$ cat src/rtl/klein_seq_control_if.sv
// Handshake and select bundle between the KLEIN core wrapper and the round/step sequencer.
// The master side drives start/en/key_mode; the slave (sequencer) drives status and selects.
interface klein_seq_control_if #(
    parameter int RW = 5
);
    logic          start;
    logic          en;
    logic [1:0]    key_mode;
    logic          busy;
    logic [RW-1:0] round;
    logic [2:0]    step;
    logic          round0;
    logic          last_round;
    logic          fin;
    logic [3:0]    sels;
    logic [3:0]    selk;
    logic          ready;

    modport master (
        output start, en, key_mode,
        input  busy, round, step, round0, last_round, fin, sels, selk, ready
    );

    modport slave (
        input  start, en, key_mode,
        output busy, round, step, round0, last_round, fin, sels, selk, ready
    );
endinterface

$ cat src/rtl/klein_seq_control.sv
// Round/step sequencer for the serialised KLEIN datapath (KLEIN-64/80/96).
// Eight steps per round, one final whitening cycle, one ready cycle; start restarts at any time.
module klein_seq_control #(
    parameter int NR64 = 12,
    parameter int NR80 = 16,
    parameter int NR96 = 20,
    parameter int RW   = 5
) (
    input  logic                ck,
    input  logic                rst,
    klein_seq_control_if.slave  bus
);
    typedef enum logic [1:0] {
        ST_IDLE  = 2'd0,
        ST_RUN   = 2'd1,
        ST_FINAL = 2'd2,
        ST_DONE  = 2'd3
    } state_t;

    localparam logic [RW-1:0] NR64_W = RW'(NR64);
    localparam logic [RW-1:0] NR80_W = RW'(NR80);
    localparam logic [RW-1:0] NR96_W = RW'(NR96);
    localparam logic [RW-1:0] ONE_W  = RW'(1);

    state_t        state_q, state_d;
    logic [RW-1:0] round_q, round_d;
    logic [2:0]    step_q, step_d;
    logic [1:0]    mode_q, mode_d;

    logic [RW-1:0] nr_s;
    logic [RW-1:0] nr_m1_s;
    logic          busy_s, round0_s, last_round_s, fin_s, ready_s;
    logic [3:0]    sels_s, selk_s;

    // Round count of the run in progress, taken from the mode latched at start
    always_comb begin
        case (mode_q)
            2'd1:    nr_s = NR80_W;
            2'd2:    nr_s = NR96_W;
            default: nr_s = NR64_W;
        endcase
        nr_m1_s = nr_s - ONE_W;
    end

    // Sequencer state register with synchronous reset
    always_ff @(posedge ck) begin
        if (rst) begin
            state_q <= ST_IDLE;
            round_q <= '0;
            step_q  <= 3'd0;
            mode_q  <= 2'd0;
        end else begin
            state_q <= state_d;
            round_q <= round_d;
            step_q  <= step_d;
            mode_q  <= mode_d;
        end
    end

    // Next-state logic; start overrides everything, including a stall
    always_comb begin
        state_d = state_q;
        round_d = round_q;
        step_d  = step_q;
        mode_d  = mode_q;
        if (bus.start) begin
            state_d = ST_RUN;
            round_d = '0;
            step_d  = 3'd0;
            mode_d  = bus.key_mode;
        end else begin
            case (state_q)
                ST_RUN: begin
                    if (bus.en) begin
                        step_d = step_q + 3'd1;
                        if (step_q == 3'd7) begin
                            round_d = round_q + ONE_W;
                            if (round_q == nr_m1_s) begin
                                state_d = ST_FINAL;
                            end else begin
                                state_d = ST_RUN;
                            end
                        end else begin
                            round_d = round_q;
                        end
                    end else begin
                        step_d = step_q;
                    end
                end
                ST_FINAL: state_d = ST_DONE;
                ST_DONE:  state_d = ST_IDLE;
                ST_IDLE:  step_d  = 3'd0;
                default:  state_d = ST_IDLE;
            endcase
        end
    end

    // Output decode of the registered state; selects are zero unless RUN advances
    always_comb begin
        busy_s       = 1'b0;
        last_round_s = 1'b0;
        fin_s        = 1'b0;
        ready_s      = 1'b0;
        sels_s       = 4'b0000;
        selk_s       = 4'b0000;
        case (state_q)
            ST_RUN: begin
                busy_s       = 1'b1;
                last_round_s = (round_q == nr_m1_s);
                if (bus.en) begin
                    case (step_q)
                        3'd0:    begin sels_s = 4'b0111; selk_s = 4'b0000; end
                        3'd1:    begin sels_s = 4'b1011; selk_s = 4'b0000; end
                        3'd2:    begin sels_s = 4'b1001; selk_s = 4'b0010; end
                        3'd3:    begin sels_s = 4'b0000; selk_s = 4'b0101; end
                        3'd4:    begin sels_s = 4'b0111; selk_s = 4'b1001; end
                        3'd5:    begin sels_s = 4'b0011; selk_s = 4'b1000; end
                        3'd6:    begin sels_s = 4'b0001; selk_s = 4'b1000; end
                        3'd7:    begin sels_s = 4'b0000; selk_s = 4'b1100; end
                        default: begin sels_s = 4'b0000; selk_s = 4'b0000; end
                    endcase
                end else begin
                    sels_s = 4'b0000;
                    selk_s = 4'b0000;
                end
            end
            ST_FINAL: begin
                busy_s = 1'b1;
                fin_s  = 1'b1;
            end
            ST_DONE: ready_s = 1'b1;
            default: busy_s  = 1'b0;
        endcase
        round0_s = busy_s & (round_q == '0);
    end

    assign bus.busy       = busy_s;
    assign bus.round      = round_q;
    assign bus.step       = step_q;
    assign bus.round0     = round0_s;
    assign bus.last_round = last_round_s;
    assign bus.fin        = fin_s;
    assign bus.sels       = sels_s;
    assign bus.selk       = selk_s;
    assign bus.ready      = ready_s;
endmodule

$ cat src/flat_wrapper.sv
// flat-port wrapper written by rule: the top's interface ports become plain ports
module klein_seq_control_flat 
#(
    parameter int NR64 = 12,
    parameter int NR80 = 16,
    parameter int NR96 = 20,
    parameter int RW   = 5
)
  (ck, rst, bus_start, bus_en, bus_key_mode, bus_busy, bus_round, bus_step, bus_round0, bus_last_round, bus_fin, bus_sels, bus_selk, bus_ready);
  klein_seq_control_if #(.RW(RW)) bus_i ();
  input  logic ck;
  input  logic rst;
  input wire logic [$bits(bus_i.start)-1:0] bus_start;
  input wire logic [$bits(bus_i.en)-1:0] bus_en;
  input wire logic [$bits(bus_i.key_mode)-1:0] bus_key_mode;
  output wire logic [$bits(bus_i.busy)-1:0] bus_busy;
  output wire logic [$bits(bus_i.round)-1:0] bus_round;
  output wire logic [$bits(bus_i.step)-1:0] bus_step;
  output wire logic [$bits(bus_i.round0)-1:0] bus_round0;
  output wire logic [$bits(bus_i.last_round)-1:0] bus_last_round;
  output wire logic [$bits(bus_i.fin)-1:0] bus_fin;
  output wire logic [$bits(bus_i.sels)-1:0] bus_sels;
  output wire logic [$bits(bus_i.selk)-1:0] bus_selk;
  output wire logic [$bits(bus_i.ready)-1:0] bus_ready;
  assign bus_i.start = bus_start;
  assign bus_i.en = bus_en;
  assign bus_i.key_mode = bus_key_mode;
  assign bus_busy = bus_i.busy;
  assign bus_round = bus_i.round;
  assign bus_step = bus_i.step;
  assign bus_round0 = bus_i.round0;
  assign bus_last_round = bus_i.last_round;
  assign bus_fin = bus_i.fin;
  assign bus_sels = bus_i.sels;
  assign bus_selk = bus_i.selk;
  assign bus_ready = bus_i.ready;
  klein_seq_control #(.NR64(NR64), .NR80(NR80), .NR96(NR96), .RW(RW)) u_core (.ck(ck), .rst(rst), .bus(bus_i));
endmodule
$ cat config.mk
export PLATFORM = sky130hd
export DESIGN_NAME = klein_seq_control_flat
export DESIGN_NICKNAME = d
export VERILOG_FILES = /design/src/rtl/klein_seq_control_if.sv /design/src/rtl/klein_seq_control.sv /design/src/flat_wrapper.sv
export SDC_FILE = /design/constraint.sdc
export NUM_CORES = 1
export LEC_CHECK = 0
export ABC_AREA = 1
export BUFFER_PORTS_ARGS = -buffer_cell sky130_fd_sc_hd__buf_2
export CAP_MARGIN = 20
export CORE_ASPECT_RATIO = 1.2
export CORE_UTILIZATION = 45
export DETAILED_ROUTE_END_ITERATION = 16
export PLACE_DENSITY = 0.7
export SLEW_MARGIN = 20
export SYNTH_ARGS = -nofsm -noshare
export SYNTH_HDL_FRONTEND = slang
export SYNTH_SLANG_ARGS = --single-unit
$ cat constraint.sdc
create_clock -name ck -period 2.1 [get_ports ck]
set_input_delay 0.21 -clock ck [delete_from_list [all_inputs] [get_ports ck]]
set_output_delay 0.21 -clock ck [all_outputs]
set_load 0.03 [all_outputs]
Word-level counts from Yosys, hierarchy flattened:

Memories as Yosys holds them, arrays and structs flattened. A register that Yosys moved wholly into a read port is not among the register bits.
Index checks and enable logic that the tools add are counted.

* add/subtract/negate cells: 3
* multiply operators: 0
* div/mod/pow operators: 0
* magnitude comparators: 0
* equality and inequality tests: 11
* shift operators: 0
* muxes and demuxes: 18
* bitwise operators: 1
* reduce and logical (&&, ||, !) cells: 11

Operators with widths (count)
* two-way mux 4 bit: 4
* one-hot mux 5 bit (2 select lines): 1
* two-way mux 3 bit: 3
* AND reduction 3 bit: 3
* == test 2 bit, second input constant: 3
* two-way mux 2 bit: 3
* one-hot mux 2 bit (3 select lines): 1
* one-hot mux 3 bit (2 select lines): 1
* adder 5 x 1 -> 5 bit, second input constant: 1
* == test 5 bit: 1
* zero test 5 bit: 1
* two-way mux 1 bit: 5
* subtractor 5 x 1 -> 5 bit, second input constant: 1
* == test 2 x 1 -> 1 bit, second input constant: 2
* nonzero test 4 bit: 1
* OR reduction 2 bit: 2
* adder 3 x 1 -> 3 bit, second input constant: 1
* == test 3 bit, second input constant: 1
* != test 3 x 2 -> 1 bit, second input constant: 1
* != test 3 bit, second input constant: 1
* nonzero test 3 bit: 1
* zero test 2 bit: 1
* != test 2 x 1 -> 1 bit, second input constant: 1
* != test 2 bit, second input constant: 1
* 3 further kinds: 3

* bits in registers: 12
* latch bits: 0
* memory bits (writable): 0
* memory bits (read-only): 64
* input bits: 6
* output and inout port bits: 21
* logic and storage cells: 50
* memories kept: 1

Memory list
* (name not given): depth 8, bits a word 8, read ports 1, clocked after Yosys merged registers in 1, wr ports 0, RTL line klein_seq_control.sv:111 `case (step_q)`

Depth between registers and ports, before layout:

Gate-level depths: netlist (run 1).

* depth in word-level cells: 9
* mapped depth: 12
* gate-level depth less buffers: 12

Worst setup path after synthesis (run 1):

Ideal clock, no wire load.

* path type: register to output
* from: register u_core.state_q[1]
* to: output port bus_round0
* arrival: 1.705 ns
* data required time: 1.890 ns
* path slack: 0.185 ns
* cell stages (with the launch flop): 5
* buffers on the path: 0
* cell sequence: dfxtp_1 -> inv_1 -> ha_1 -> nand3_1 -> nor3_1

* longest elaborated chain between the ends: 4
* elaborated cells between the ends (all ways): 5
* classes of those cells: eq/ne (2); mux (1); bitwise (1); reduce/logical (1)

Ends and longest elaborated chain
* from (decl): RTL line klein_seq_control.sv:25 `state_t state_q, state_d;`
* from (signal assigned): RTL line klein_seq_control.sv:53 `state_q <= state_d;`
* == test 2 bit or == test 2 x 1 -> 1 bit (tied branches): RTL line klein_seq_control.sv:106 `case (state_q)`
* OR reduction 2 bit (no line) *
* two-way mux 1 bit *: RTL line klein_seq_control.sv:106
* named net bus_busy: RTL line flat_wrapper.sv:16 `output wire logic [$bits(bus_i.busy)-1:0] bus_busy;`
* bitwise AND 1 bit *: RTL line klein_seq_control.sv:134 `round0_s = busy_s & (round_q == '0);`
* to (decl): RTL line flat_wrapper.sv:19 `output wire logic [$bits(bus_i.round0)-1:0] bus_round0;`

Mark *: on every way through the listed nets, which the timed path passes. The rest lies on a longest branch.

==> results.py, run 1 <==
metrics = {
    "outcome": {
        "outcome": "finished clean",
    },
    "final_layout": {
        "num-nets-final": 188,
        "syn_to_final_growth_pct": 20.9,
        "instances_no_fill": 199,
        "antenna_cells": 0,
        "stdcell_area_um2": 1270,
        "num-fill-cells": 207,
        "drive_gt1_frac": 0.254,
    },
    "synthesis": {
        "yosysSeqAreaShare": 0.380,
        "synth_edf_count": 0,
        "ys_types": 23,
        "synthArstFlopShare": 0,
        "synth.avg_cell_area_um2": 7.52,
        "ys.flop_type": "dfxtp_1",
        "synth_nets": 158,
        "synthCells": 140,
        "yosys_warnings": 0,
        "ys_ff_latch": 20,
        "syn-cell-area_um2": 1050,
    },
    "critical_path": {
        "cp-start-kind": "flip-flop",
        "reg2reg_from": "u_core.state_q[1]",
        "rrSetupSlack_ns": 0.14,
        "required_ns": 2.31,
        "crit_type": "reg2reg",
        "crit_path_end_kind": "flip-flop",
        "cp-startpoint": "u_core.state_q[1]",
        "path_max_fanout": 10,
        "cp_data_arrival_time_ns": 2.18,
    },
    "pwr": {
        "irDropWorstVdd_mv": 0.402,
        "power_density_nw_per_um2": 631,
        "leakagePower_nw": 0.690,
    },
    "clock_tree": {
        "cts_buffers": 3,
        "cts_tree": "built",
        "path_clk_slew_ns": 0.12,
        "clockRootBuffer": "clkbuf_4",
        "postCtsHoldBufs": 0,
        "clk_latency_ns": 0.30,
        "cts_max_path_buffers": 2,
        "htreeDepth": 1,
        "cts_setup_buffers": 0,
        "cts.repair.resized": 0,
        "cts.sinks": 20,
    },
    "timing": {
        "worst_slew_pin_slew_ns": 0.282,
        "fin_crit_sh": 0.934,
        "setup_violations": 0,
        "slew_viol_final": 0,
        "rsz0062_at_grt": "no",
        "setup_slack_ns": 0.139,
        "skew_ns": 0.00438,
        "finalHoldViolCount": 0,
        "period_minus_slack_ns": 1.96,
        "fmax_mhz": 510,
        "finalSetupTns_ns": 0,
        "maxSlewHeadroom": 0.812,
    },
    "detailed_routing": {
        "vias_per_cell": 4.63,
        "drtAntennaViolNets": 0,
        "routed_wl_mm": 1.89,
        "drt-initial-drc-count": 15,
        "wl_per_cell_um": 9.49,
        "num_vias": 922,
        "drtPass1Iterations": 4,
        "remaining_drc_errors": 0,
    },
    "placement": {
        "gp_congestion": 0.793,
        "hpwlAfterDp_mm": 1.52,
        "dp_slack_ns": 0.164,
        "placed_cell_area_um2": 1220,
        "dp.cells": 195,
        "io_buffers": 26,
    },
    "global_routing": {
        "grt_usage": 0.169,
        "grt_start_max_net_pins": 13,
        "grt-ovfl-total": 0,
        "grt_pass1_wl_mm": 3.11,
        "grt_pass1_vias": 812,
        "antenna_found_initial": 0,
    },
    "floorplanning": {
        "die_h_um": 55.0,
        "die_area_um2": 2540,
        "fp.dieW_um": 46.1,
        "start_util": 0.492,
        "ios": 27,
        "coreArea_um2": 2140,
        "num_rows": 18,
    },
    "worst_hold_path": {
        "hold_path.class": "in2reg",
        "worstHoldStart": "rst",
    },
    "run": {
        "drv_cap": 0,
    },
}
path summary, 6_finish.rpt:
path / depth (start not counted) / to
worst max-delay path: 10 / flip-flop
worst min-delay path: 2 / u_core.state_q[0]
worst max register to register: 10 / flip-flop
worst min register to register: 2 / u_core.bus.round[4]
report_power, final:
group          switching [mW]  internal, mW  total [mW]
Sequential            0.00662         0.390       0.397
Combinational          0.0599        0.0313      0.0912
Clock                   0.123         0.193       0.316
Total                   0.189         0.614       0.803
placed cells by master (no fill, tap or decap), drive strengths merged:
cell type	instances
a211oi	2
a21oi	11
buf	27
bufinv	1
clkbuf	3
dfxtp	20
ha	12
inv	32
nand2	22
nand3	8
nor2	18
nor3	3
nor3b	1
o211ai	1
o21ai	5
o22ai	1
or2	2
cell families (layout without fill, tap and decap cells):
| group | count (synthesis) | count (layout) | share of synthesized area |
|---|---|---|---|
| compound gates | 20 | 20 | 0.113 |
| fa+ha+maj | 12 | 12 | 0.143 |
| flops | 20 | 20 | 0.380 |
| simple gates | 54 | 54 | 0.243 |
| buf+inv | 34 | 63 | 0.121 |
Yosys cell counts (2+ instances only):
master	count	area, um^2
a211oi_1	2	15.0
a21oi_1	11	55.1
clkbuf_1	2	7.51
dfxtp_1	20	400
ha_1	12	150
inv_1	31	116
nand2_1	18	67.6
nand2_2	3	18.8
nand3_1	8	40.0
nor2_1	17	63.8
nor3_1	2	10.0
o21ai_0	3	15.0
layer usage:
layer / track usage / share of wire / vias to the layer above
met3: 0.0292 / 0.034 / 7
met5: 0 / 0 / -
met4: 0.0833 / 0.028 / 0
met2: 0.312 / 0.49 / 26
li1: - / - / 490
met1: 0.182 / 0.44 / 399
cell type report:
cell class / count / area (um^2) / share of cell area
Multi-Input combinational cell: 86 / 524 / 0.412
Clock buffer: 3 / 22.5 / 0.0177
Clock inverter: 1 / 30.0 / 0.0236
Sequential cell: 20 / 400 / 0.315
Tap cell: 30 / 37.5 / 0.0295
Inverter: 32 / 120 / 0.0944
Timing Repair Buffer: 27 / 138 / 0.108
per-stage QoR:
stage                      util  total power, mW  hold WS, ns
after floorplan               -            0.472        0.279
after global placement    0.570            0.494        0.431
after detailed placement  0.570            0.496        0.435
after CTS                 0.595            0.811       0.0980
after global routing      0.595            0.838        0.111
final                     0.595            0.803       0.0992
worst max-delay path: stages, from the launching register on:
cell,delay [ns]
dfxtp_1,0.42
inv_1,0.13
ha_1,0.25
nand2_2,0.20
nand2_4,0.09
nand2_1,0.06
o21ai_1,0.06
or2_2,0.28
ha_1,0.28
inv_1,0.05
nor2_1,0.04
No activity file was read; power rests on OpenSTA's default activity.
==> run 2, diff against run 1 <==
- CELL_PAD_IN_SITES_DETAIL_PLACEMENT: unset -> 0
- CELL_PAD_IN_SITES_GLOBAL_PLACEMENT: unset -> 2
- CORE_UTILIZATION: 45 -> 28
- PLACE_DENSITY: 0.7 -> unset
- PLACE_DENSITY_LB_ADDON: unset -> 0.1
==> run 2 against run 1 <==
Against the previous run: the run now ends with DRC left; critical path type unchanged; global-route usage decreased by 5.0 points; sequential power about the same; largest power group unchanged; sequential cell count unchanged; final area increased by 3.0%; hold slack improved by 0.060 ns; register-to-register slack improved by 0.099 ns; routed wire length increased by 12%; utilization decreased by 23 points; critical path depth increased by 1; die area increased by 58%.
==> results.py, run 2 (synthesis gave the netlist of run 1 again) <==
metrics = {
    "final_layout": {
        "syn_to_final_growth_pct": 24.5,
        "drive_gt1_frac": 0.259,
        "num-nets-final": 189,
        "antenna_cells": 0,
        "num-fill-cells": 410,
        "layout_commonest_cell": "inv_1",
        "fin_util": 0.364,
        "layout.cells.most_common_list": "inv_1 (31), buf_2 (26), dfxtp_1 (20), nand2_1 (18), nor2_1 (17)",
    },
    "pwr": {
        "combPwrFrac": 0.106,
        "leakagePower_nw": 0.702,
        "clkPwrFrac": 0.443,
        "p_sw_frac": 0.230,
        "power_density_nw_per_um2": 671,
        "p_int_mw": 0.676,
        "irDropWorstVdd_mv": 0.296,
        "power_frac_seq": 0.451,
        "switching_power_mw": 0.202,
    },
    "floorplanning": {
        "ios": 27,
        "die_area_um2": 4010,
        "coreArea_um2": 3600,
        "start_util": 0.292,
        "die_h_um": 69.2,
        "fp.dieW_um": 58.0,
        "num_rows": 24,
    },
    "critical_path": {
        "cp_data_arrival_time_ns": 2.02,
        "crit_type": "reg2reg",
        "cp_common_cell": "inv_1",
        "required_ns": 2.26,
        "cp_slowest_cell": "dfxtp_1",
        "cp-start-kind": "flip-flop",
        "crit_path_cell_trace": "inv_1, ha_1, inv_1, nand2_2, nand2_4, nand2_1, o21ai_1, or2_2, ha_1, inv_1, nor2_1",
        "crit_path_end_kind": "flip-flop",
        "cpPeakStageDelay_ns": 0.35,
        "reg2reg_depth": 11,
        "path_max_fanout": 6,
    },
    "detailed_routing": {
        "drt-initial-drc-count": 22,
        "routed_wl_mm": 2.12,
        "wl_per_cell_um": 10.2,
        "drtAntennaViolNets": 0,
        "num_vias": 925,
        "vias_per_cell": 4.43,
        "drtPass1Iterations": 10,
        "remaining_drc_errors": 2,
    },
    "timing": {
        "setup_slack_ns": 0.238,
        "worst_slew_pin_slew_ns": 0.291,
        "slew_viol_final": 0,
        "finalSetupTns_ns": 0,
        "skew_ns": 0.00285,
        "fin_crit_sh": 0.886,
        "period_minus_slack_ns": 1.86,
        "finalHoldViolCount": 0,
        "fmax_mhz": 537,
        "rsz0062_at_grt": "no",
        "maxSlewHeadroom": 0.806,
        "setup_violations": 0,
    },
    "run": {
        "drv_cap": 0,
    },
    "global_routing": {
        "grt_start_max_net_pins": 13,
        "grt_pass1_wl_mm": 3.61,
        "grt_usage": 0.119,
        "use_met2": 0.217,
        "busiest_layer": "met2",
        "use_met1": 0.127,
        "grt_use_met3": 0.0225,
        "grt_pass1_vias": 852,
        "antenna_found_initial": 0,
        "grt-ovfl-total": 0,
    },
    "clock_tree": {
        "cts_setup_buffers": 0,
        "htreeDepth": 1,
        "path_clk_slew_ns": 0.08,
        "postCtsHoldBufs": 0,
        "cts_buffers": 3,
        "cts.repair.resized": 0,
        "cts_max_path_buffers": 2,
        "cts.sinks": 20,
        "clockRootBuffer": "clkbuf_8",
        "cts_tree": "built",
        "clk_latency_ns": 0.26,
    },
    "outcome": {
        "outcome": "finished, violations left",
        "violations": "DRC",
    },
    "placement": {
        "io_buffers": 26,
        "hpwlAfterDp_mm": 1.73,
        "gp_congestion": 0.726,
        "dp_slack_ns": 0.237,
    },
    "worst_hold_path": {
        "holdPathStages": 2,
        "hold_path.class": "in2reg",
    },
}
## run 2: critical path: cells and delay by family (launching register included)
family,cells,cell delay [ns]
buf+inv,3,0.29
simple gates,5,0.52
fa+ha+maj,2,0.53
flops,1,0.35
compound gates,1,0.07
## run 2: power groups by stage
| stage | clock, mW | combinational (mW) | sequential (mW) |
|---|---|---|---|
| global route | 0.419 | 0.105 | 0.398 |
| CTS | 0.404 | 0.0952 | 0.396 |
| detailed placement | 0 | 0.0950 | 0.405 |
| floorplan | 0 | 0.0649 | 0.407 |
| global placement | 0 | 0.0943 | 0.406 |
| finish | 0.389 | 0.0935 | 0.396 |
## run 2: metrics by stage
stage	total power [mW]	cells	hold slack, ns	area (um^2)
2_1_floorplan	0.472	140	0.279	1050
5_1_grt	0.922	209	0.158	1310
3_5_place_dp	0.500	205	0.438	1240
3_3_place_gp	0.500	205	0.435	1240
4_1_cts	0.895	209	0.155	1310
6_report	0.878	209	0.159	1310
## run 2: path summary, 6_finish.rpt
| kind | startpoint | endpoint | slack, ns |
|---|---|---|---|
| setup reg to reg | u_core.state_q[1] | flip-flop | 0.24 |
| hold reg to reg | u_core.bus.round[1] | u_core.bus.round[1] | 0.51 |
| hold / removal | rst | u_core.state_q[0] | 0.16 |
| setup / recovery | u_core.state_q[1] | flip-flop | 0.24 |
## run 2: layer usage
| layer | wire (um) | share of wire |
|---|---|---|
| met5 | 0 | 0 |
| met4 | 45 | 0.021 |
| met3 | 64 | 0.030 |
| met2 | 1110 | 0.52 |
| met1 | 904 | 0.43 |
## run 2: area by class of cell
cell class | instances | area, um^2 | share of cell area
tap | 39 | 48.8 | 0.0372
multi-input combinational | 86 | 524 | 0.400
inverter | 32 | 120 | 0.0917
clock inverter | 1 | 30.0 | 0.0229
clock buffer | 3 | 41.3 | 0.0315
timing repair buffer | 28 | 145 | 0.111
sequential | 20 | 400 | 0.306
